--- src/rtl/c1_layer_sequencer_pkg.sv ---
// Shared constants and state encoding for the LeNet C1 stage
// (sequencer, register controller and PE array).
package c1_pkg;

   localparam int IMG_W     = 32;
   localparam int K         = 5;
   localparam int OUT_W     = IMG_W - K + 1;
   localparam int POOL_BLKS = (OUT_W / 2) * (OUT_W / 2);

   typedef enum logic [2:0] {
      IDLE      = 3'd0,
      ISSUE     = 3'd1,
      DRAIN     = 3'd2,
      WAIT_POOL = 3'd3,
      DONE      = 3'd4
   } seq_state_t;

endpackage

--- src/rtl/c1_layer_sequencer_if.sv ---
// Control/status bundle between frame control, the C1 PEs and the pooling controller.
// C1_SEQ_PERF_EN adds the frame_cycles / hold_cycles performance counters.
interface c1_layer_sequencer_if;

   logic       start;
   logic       abort;
   logic       hold;
   logic       pool_valid;
   logic       win_valid;
   logic [4:0] win_row;
   logic [4:0] win_col;
   logic       conv_valid;
   logic [7:0] pool_cnt;
   logic       busy;
   logic       done;
   logic       pool_err;
`ifdef C1_SEQ_PERF_EN
   logic [15:0] frame_cycles;
   logic [15:0] hold_cycles;

   modport master (
      output start, abort, hold, pool_valid,
      input  win_valid, win_row, win_col, conv_valid, pool_cnt, busy, done, pool_err,
      input  frame_cycles, hold_cycles
   );

   modport slave (
      input  start, abort, hold, pool_valid,
      output win_valid, win_row, win_col, conv_valid, pool_cnt, busy, done, pool_err,
      output frame_cycles, hold_cycles
   );
`else
   modport master (
      output start, abort, hold, pool_valid,
      input  win_valid, win_row, win_col, conv_valid, pool_cnt, busy, done, pool_err
   );

   modport slave (
      input  start, abort, hold, pool_valid,
      output win_valid, win_row, win_col, conv_valid, pool_cnt, busy, done, pool_err
   );
`endif

endinterface

--- src/rtl/c1_layer_sequencer_valid_delay.sv ---
// LAT-deep valid shift register aligning win_valid with the PE result (conv_valid).
module c1_valid_delay #(
   parameter int LAT = 3
) (
   input  logic clk,
   input  logic reset_n,
   input  logic i_flush,
   input  logic i_in,
   output logic o_out
);

   logic [LAT-1:0] r_pipe;

   always_ff @(posedge clk or negedge reset_n) begin
      if (!reset_n) begin
         r_pipe <= '0;
      end else if (i_flush) begin
         r_pipe <= '0;
      end else begin
         r_pipe[0] <= i_in;
         for (int i = 1; i < LAT; i++) begin
            r_pipe[i] <= r_pipe[i-1];
         end
      end
   end

   assign o_out = r_pipe[LAT-1];

endmodule

--- src/rtl/c1_layer_sequencer.sv ---
// C1 frame sequencer: scans 28x28 window positions, aligns conv_valid, counts pool blocks.
// Optional C1_SEQ_PERF_EN adds frame_cycles / hold_cycles counters.
module c1_layer_sequencer
   import c1_pkg::*;
#(
   parameter int PE_LAT = 3
) (
   input logic                 clk,
   input logic                 reset_n,
   c1_layer_sequencer_if.slave bus
);

   seq_state_t r_state;
   seq_state_t w_next;
   logic [4:0] r_row;
   logic [4:0] r_col;
   logic [3:0] r_drain;
   logic [7:0] r_pool_cnt;
   logic       r_pool_err;
   logic       w_issue;
   logic       w_last;
   logic       w_pool_full;
   logic       w_busy;
   logic       w_done;
   logic       w_conv;

   assign w_last      = (r_row == 5'(OUT_W - 1)) && (r_col == 5'(OUT_W - 1));
   assign w_pool_full = (r_pool_cnt == 8'(POOL_BLKS));

   always_ff @(posedge clk or negedge reset_n) begin
      if (!reset_n) begin
         r_state <= IDLE;
      end else begin
         r_state <= w_next;
      end
   end

   // abort dominates every transition, including start in IDLE
   always_comb begin
      w_next  = r_state;
      w_issue = 1'b0;
      w_busy  = (r_state != IDLE);
      w_done  = (r_state == DONE);
      if (r_state == ISSUE && !bus.hold && !bus.abort) begin
         w_issue = 1'b1;
      end
      if (bus.abort) begin
         w_next = IDLE;
      end else begin
         case (r_state)
            IDLE:      if (bus.start) w_next = ISSUE;
            ISSUE:     if (w_issue && w_last) w_next = DRAIN;
            DRAIN:     if (r_drain == 4'(PE_LAT - 1)) w_next = WAIT_POOL;
            WAIT_POOL: if (w_pool_full) w_next = DONE;
            DONE:      w_next = IDLE;
            default:   w_next = IDLE;
         endcase
      end
   end

   always_ff @(posedge clk or negedge reset_n) begin
      if (!reset_n) begin
         r_row   <= '0;
         r_col   <= '0;
         r_drain <= '0;
      end else if (bus.abort) begin
         r_row   <= '0;
         r_col   <= '0;
         r_drain <= '0;
      end else begin
         if (w_issue) begin
            if (r_col == 5'(OUT_W - 1)) begin
               r_col <= '0;
               r_row <= w_last ? 5'd0 : r_row + 5'd1;
            end else begin
               r_col <= r_col + 5'd1;
            end
         end
         r_drain <= (r_state == DRAIN) ? r_drain + 4'd1 : 4'd0;
      end
   end

   // pool blocks may return mid-frame, so counting runs in every busy state
   always_ff @(posedge clk or negedge reset_n) begin
      if (!reset_n) begin
         r_pool_cnt <= '0;
         r_pool_err <= 1'b0;
      end else begin
         if (bus.pool_valid && (r_state == IDLE || w_pool_full)) begin
            r_pool_err <= 1'b1;
         end
         if (bus.abort || (r_state == IDLE && bus.start)) begin
            r_pool_cnt <= '0;
         end else if (w_busy && bus.pool_valid && !w_pool_full) begin
            r_pool_cnt <= r_pool_cnt + 8'd1;
         end
      end
   end

   c1_valid_delay #(
      .LAT (PE_LAT)
   ) u_valid_delay (
      .clk     (clk),
      .reset_n (reset_n),
      .i_flush (bus.abort),
      .i_in    (w_issue),
      .o_out   (w_conv)
   );

   assign bus.win_valid  = w_issue;
   assign bus.win_row    = r_row;
   assign bus.win_col    = r_col;
   assign bus.conv_valid = w_conv;
   assign bus.pool_cnt   = r_pool_cnt;
   assign bus.busy       = w_busy;
   assign bus.done       = w_done;
   assign bus.pool_err   = r_pool_err;

`ifdef C1_SEQ_PERF_EN
   logic [15:0] r_frame_cycles;
   logic [15:0] r_hold_cycles;

   // values persist through IDLE until the next accepted start
   always_ff @(posedge clk or negedge reset_n) begin
      if (!reset_n) begin
         r_frame_cycles <= '0;
         r_hold_cycles  <= '0;
      end else if (r_state == IDLE && bus.start && !bus.abort) begin
         r_frame_cycles <= '0;
         r_hold_cycles  <= '0;
      end else begin
         if (w_busy && r_frame_cycles != 16'hFFFF) begin
            r_frame_cycles <= r_frame_cycles + 16'd1;
         end
         if (r_state == ISSUE && bus.hold && !bus.abort && r_hold_cycles != 16'hFFFF) begin
            r_hold_cycles <= r_hold_cycles + 16'd1;
         end
      end
   end

   assign bus.frame_cycles = r_frame_cycles;
   assign bus.hold_cycles  = r_hold_cycles;
`endif

endmodule

--- src/flat_wrapper.sv ---
// flat-port wrapper written by rule: the top's interface ports become plain ports
module c1_layer_sequencer_flat import c1_pkg::*;
#(
   parameter int PE_LAT = 3
)
  (clk, reset_n, bus_start, bus_abort, bus_hold, bus_pool_valid, bus_win_valid, bus_win_row, bus_win_col, bus_conv_valid, bus_pool_cnt, bus_busy, bus_done, bus_pool_err);
  c1_layer_sequencer_if bus_i ();
  input logic clk;
  input logic reset_n;
  input wire logic [$bits(bus_i.start)-1:0] bus_start;
  input wire logic [$bits(bus_i.abort)-1:0] bus_abort;
  input wire logic [$bits(bus_i.hold)-1:0] bus_hold;
  input wire logic [$bits(bus_i.pool_valid)-1:0] bus_pool_valid;
  output wire logic [$bits(bus_i.win_valid)-1:0] bus_win_valid;
  output wire logic [$bits(bus_i.win_row)-1:0] bus_win_row;
  output wire logic [$bits(bus_i.win_col)-1:0] bus_win_col;
  output wire logic [$bits(bus_i.conv_valid)-1:0] bus_conv_valid;
  output wire logic [$bits(bus_i.pool_cnt)-1:0] bus_pool_cnt;
  output wire logic [$bits(bus_i.busy)-1:0] bus_busy;
  output wire logic [$bits(bus_i.done)-1:0] bus_done;
  output wire logic [$bits(bus_i.pool_err)-1:0] bus_pool_err;
  assign bus_i.start = bus_start;
  assign bus_i.abort = bus_abort;
  assign bus_i.hold = bus_hold;
  assign bus_i.pool_valid = bus_pool_valid;
  assign bus_win_valid = bus_i.win_valid;
  assign bus_win_row = bus_i.win_row;
  assign bus_win_col = bus_i.win_col;
  assign bus_conv_valid = bus_i.conv_valid;
  assign bus_pool_cnt = bus_i.pool_cnt;
  assign bus_busy = bus_i.busy;
  assign bus_done = bus_i.done;
  assign bus_pool_err = bus_i.pool_err;
  c1_layer_sequencer #(.PE_LAT(PE_LAT)) u_core (.clk(clk), .reset_n(reset_n), .bus(bus_i));
endmodule
--- config.mk ---
export PLATFORM = sky130hd
export DESIGN_NAME = c1_layer_sequencer_flat
export DESIGN_NICKNAME = d
export VERILOG_FILES = /design/src/rtl/c1_layer_sequencer_pkg.sv /design/src/rtl/c1_layer_sequencer_if.sv /design/src/rtl/c1_layer_sequencer_valid_delay.sv /design/src/rtl/c1_layer_sequencer.sv /design/src/flat_wrapper.sv
export SDC_FILE = /design/constraint.sdc
export NUM_CORES = 1
export LEC_CHECK = 0
export CORE_MARGIN = 3
export CORE_UTILIZATION = 48
export CTS_BUF_LIST = sky130_fd_sc_hd__clkbuf_4
export DETAILED_ROUTE_END_ITERATION = 16
export PLACE_DENSITY = 0.78
export SLEW_MARGIN = 20
export SYNTH_ARGS = -nofsm -noshare
export SYNTH_HDL_FRONTEND = slang
export SYNTH_SLANG_ARGS = --single-unit
export TNS_END_PERCENT = 20
--- constraint.sdc ---
create_clock -name clk -period 1.6 [get_ports clk]
set_input_delay 0.4 -clock clk [delete_from_list [all_inputs] [get_ports clk]]
set_output_delay 0.4 -clock clk [all_outputs]
set_load 0.03 [all_outputs]
==> results.md <==
- Most used cell, CP: buf_6
- Flops & latches, synth: 29
- Relative slew slack: 64.1%
- Post-synth top cells: dfrtp_1, nor2_1, nand2_1
- Yosys cell types: 36
- Global Route met1 Usage: 23.6%
- Die height: 61.7 um
- Clock Tree Buf Depth: 2
- Register area: between 700 and 800 um^2
- Mapped cell area: 1490 um^2
- Routed wire length: 3430 um
- Worst-path cell chain: buf_6 -> nor3b_4 -> and2_4 -> buf_6
- Worst R2R Path Depth: 7
- Gp weighted congestion: around 0.9
- RSZ-0062 raised after global routing: yes
- GRT met3 Usage: around 5.8%
- DR DRC count: 0
- Final Hold Violating Endpoints: 0
- LEAKAGE: 0.916 nW
- Peak Freq: 556 MHz
- Initial antenna violation count: 0
- # diodes: 0
- Die area: approximately 3800 um^2
- Gr busiest metal: met2
- Worst r2r src: u_core.r_state[2]$_DFFE_PN0P_
- Max FO, Critical Path: 5
- Worst Tran Pin Value: 536 ps
- Placed wire-length estimate: 2370 um
- GRT Overall Usage: 19.7%
- Initial DRC count: 71
- Core area: approximately 2900 um^2
- CP max stage delay: 430 ps
- Site Rows: 19
- Total of max-cap violations: 0
- Layout cells sized above 1: between 20 and 30%
- Count leader, synth: dfrtp_1
- Routed vias: 1297
- Comb pwr share: 12.4%
- Seq pwr share: a little under three fifths
- WS Path Type: flop to output pin
- Worst R2R End: u_core.bus.win_col[2]$_DFFE_PN0P_
- Clock power share: 32.0%
- Power per Cell Area: between 600 and 700 nW/um^2
- H-tree depth: 2
- Fin crit period: roughly 1800 ps
- Multi-input gate area: 774 um^2
- Clock Tree Root: clkbuf_4
- Area share of the largest cell type after synthesis: 48.7%
- Vias per cell: 5.64
- Sink Count: 29
- Sequential-to-total area share from yosys stat: 48.7%
- Async SR Flop Fraction: 100%
- Vias in the first global route: 1290
- Final worst path period share: 112%
- Worst-Skew Late Latency: 330 ps
- Grt met2 use: 32.3%
- Worst EP required: 1200 ps
- CTS buffer count: 5
- Crit start category: flop
- Status: finished with violations
- Die X: around 60 um
- Critical Path End Type: output pin
- CP arrival: 1400 ps
- Area delta synth->final: 33.2%
- Reg-to-reg slack, setup: -140 ps
- Port Buffers: 28
- Mapped Nets: 161
- Avg WL per Cell: between 10 and 15 um
- Largest net degree at the start of global routing: 30
- Syn Area/Cell: 10.0 um^2
- Post-synth EDFFs: 0
- Clk_skew: 12.7 ps
- Post-layout util: 69.6%
- CTS tree: yes
- Worst path bufs/invs: 2
- Initial Util: 52.3%
- Critical path's slowest cell: dfrtp_1
- Post-Syn Instances: 149
- Switching part of the total power: 27.4%
- Drt pass-1 iters: 4
- Prevailing post-synth register cell: dfrtp_1
- Place WS: -282 ps
- Routed Antenna Nets: 0
- Setup-failing EPs final: 9
- Global-route wire length before repair: 5460 um
- Hold WC Path Type: primary input to asynchronous set/reset pin
- Net Switching: 0.370 mW
- Largest cells by area after synthesis: dfrtp_1, xnor2_1, ha_1, nor2_1, nand3_1
- I/O pin count: 29
- Max rail drop VDD: 488 uV
- Violated checks: negative setup slack
- # nets final: 210
- Critical path's top delay family: flip-flops
- Smallest setup slack after layout: -198 ps
- Hold Buf Count CTS: 0
- Fill count: 234
- Slew Viols, Final: 0
- Pint: 0.981 mW
- Grt ovf: 0
- Yosys top cell by area: dfrtp_1
- Yosys Warn Count: 0
- CTS clk-pin slew, worst paths: about 100 ps
==> power by group through the flow <==
stage / registers [mW] / logic, mW / clock network [mW]
4_1_cts: 0.750 / 0.160 / 0.446
3_5_place_dp: 0.764 / 0.161 / 0
3_3_place_gp: 0.763 / 0.158 / 0
2_1_floorplan: 0.778 / 0.0597 / 0
6_report: 0.752 / 0.167 / 0.432
5_1_grt: 0.754 / 0.182 / 0.488
==> worst max path at each step <==
stage                                           start                           endpoint  slack (ps)  depth (start not counted)
detailed placement                           bus_hold  u_core.bus.win_col[2]$_DFFE_PN0P_        -280                          6
CTS                     u_core.r_state[2]$_DFFE_PN0P_                           bus_busy        -270                          3
global route            u_core.r_state[2]$_DFFE_PN0P_                      bus_win_valid        -260                          4
finish                  u_core.r_state[2]$_DFFE_PN0P_                      bus_win_valid        -200                          4
global placement                            bus_abort                      bus_win_valid        -240                          4
floorplan           u_core.bus.win_col[0]$_DFFE_PN0P_  u_core.bus.win_row[3]$_DFFE_PN0P_         -60                          5
==> registers in the layout, indices dropped and copies added (netlist names) <==
signal                       cells
u_core.bus.pool_cnt              8
u_core.bus.pool_err              1
u_core.bus.win_col               5
u_core.bus.win_row               5
u_core.r_drain                   4
u_core.r_state                   3
u_core.u_valid_delay.r_pipe      3
==> area by class of cell <==
type | instances | area share (%)
Clock buffer | 5 | 1.89
Inverter | 6 | 1.13
Multi-Input combinational cell | 110 | 39.0
Clock inverter | 3 | 0.882
Timing Repair Buffer | 46 | 18.6
Tap cell | 31 | 1.95
Sequential cell | 29 | 36.6
==> metal layers <==
layer,vias to the layer above,share of wire (%),wire length (um)
li1,620,-,-
met1,632,43,1460
met2,39,51,1740
met3,6,5.2,177
met4,0,1.5,51
met5,-,0,0
==> per-stage QoR <==
stage / instance area (um^2) / hold slack, ps / instances / TNS [ps] / power [mW]
6_report: 1990 / 443 / 230 / -649 / 1.35
5_1_grt: 1990 / 455 / 230 / -2350 / 1.42
4_1_cts: 1960 / 443 / 228 / -579 / 1.36
3_5_place_dp: 1910 / 455 / 220 / -3250 / 0.926
2_1_floorplan: 1500 / 104 / 149 / -203 / 0.838
3_3_place_gp: 1910 / 452 / 220 / -2440 / 0.921
==> layout by cell type, fill, tap and decap left out, drive strengths merged, types with 2 or more instances in the layout <==
cell           instances
or3                    2
ha                     6
inv                    6
nand2b                 2
a211oi                 4
nor2                  16
dlygate4sd2            9
nor2b                  4
a21o                   2
dfrtp                 29
mux2i                  2
o21ai                  7
clkdlybuf4s50          5
and4b                  3
xor2                   2
and2                   3
nor3                   5
buf                   21
a21oi                  7
nor3b                  4
clkdlybuf4s15          3
clkbuf                13
xnor2                  9
clkinv                 2
nand3                  9
nand2                 12
==> what timing repair did <==
item | CTS | global route
setup buffers | 0 | 2
pin swaps | 3 | 7
gates resized for setup | 28 | 33
endpoints found under the setup margin | 28 | 28
==> worst reg2reg max path, delay by kind of cell (launching register included) <==
family	cells	cell delay [ps]
AO/OA/AOI/OAI	2	400
buffers and inverters	3	470
flip-flops	1	430
AND/OR/NAND/NOR	2	360
==> cell families (layout without fill, tap and decap cells) <==
group                      count (synthesis)  after routing  share of synthesized area [%]
buffers and inverters                     10             60                           2.94
AOI/OAI and AO/OA                         25             25                           11.2
muxes                                      2              2                           1.34
DFF                                       29             29                           48.7
adders and majority gates                  6              6                           5.03
and+or+nand+nor                           66             66                           24.3
xor gates and xnor gates                  11             11                           6.46
Power figures use the tool's default switching activity.
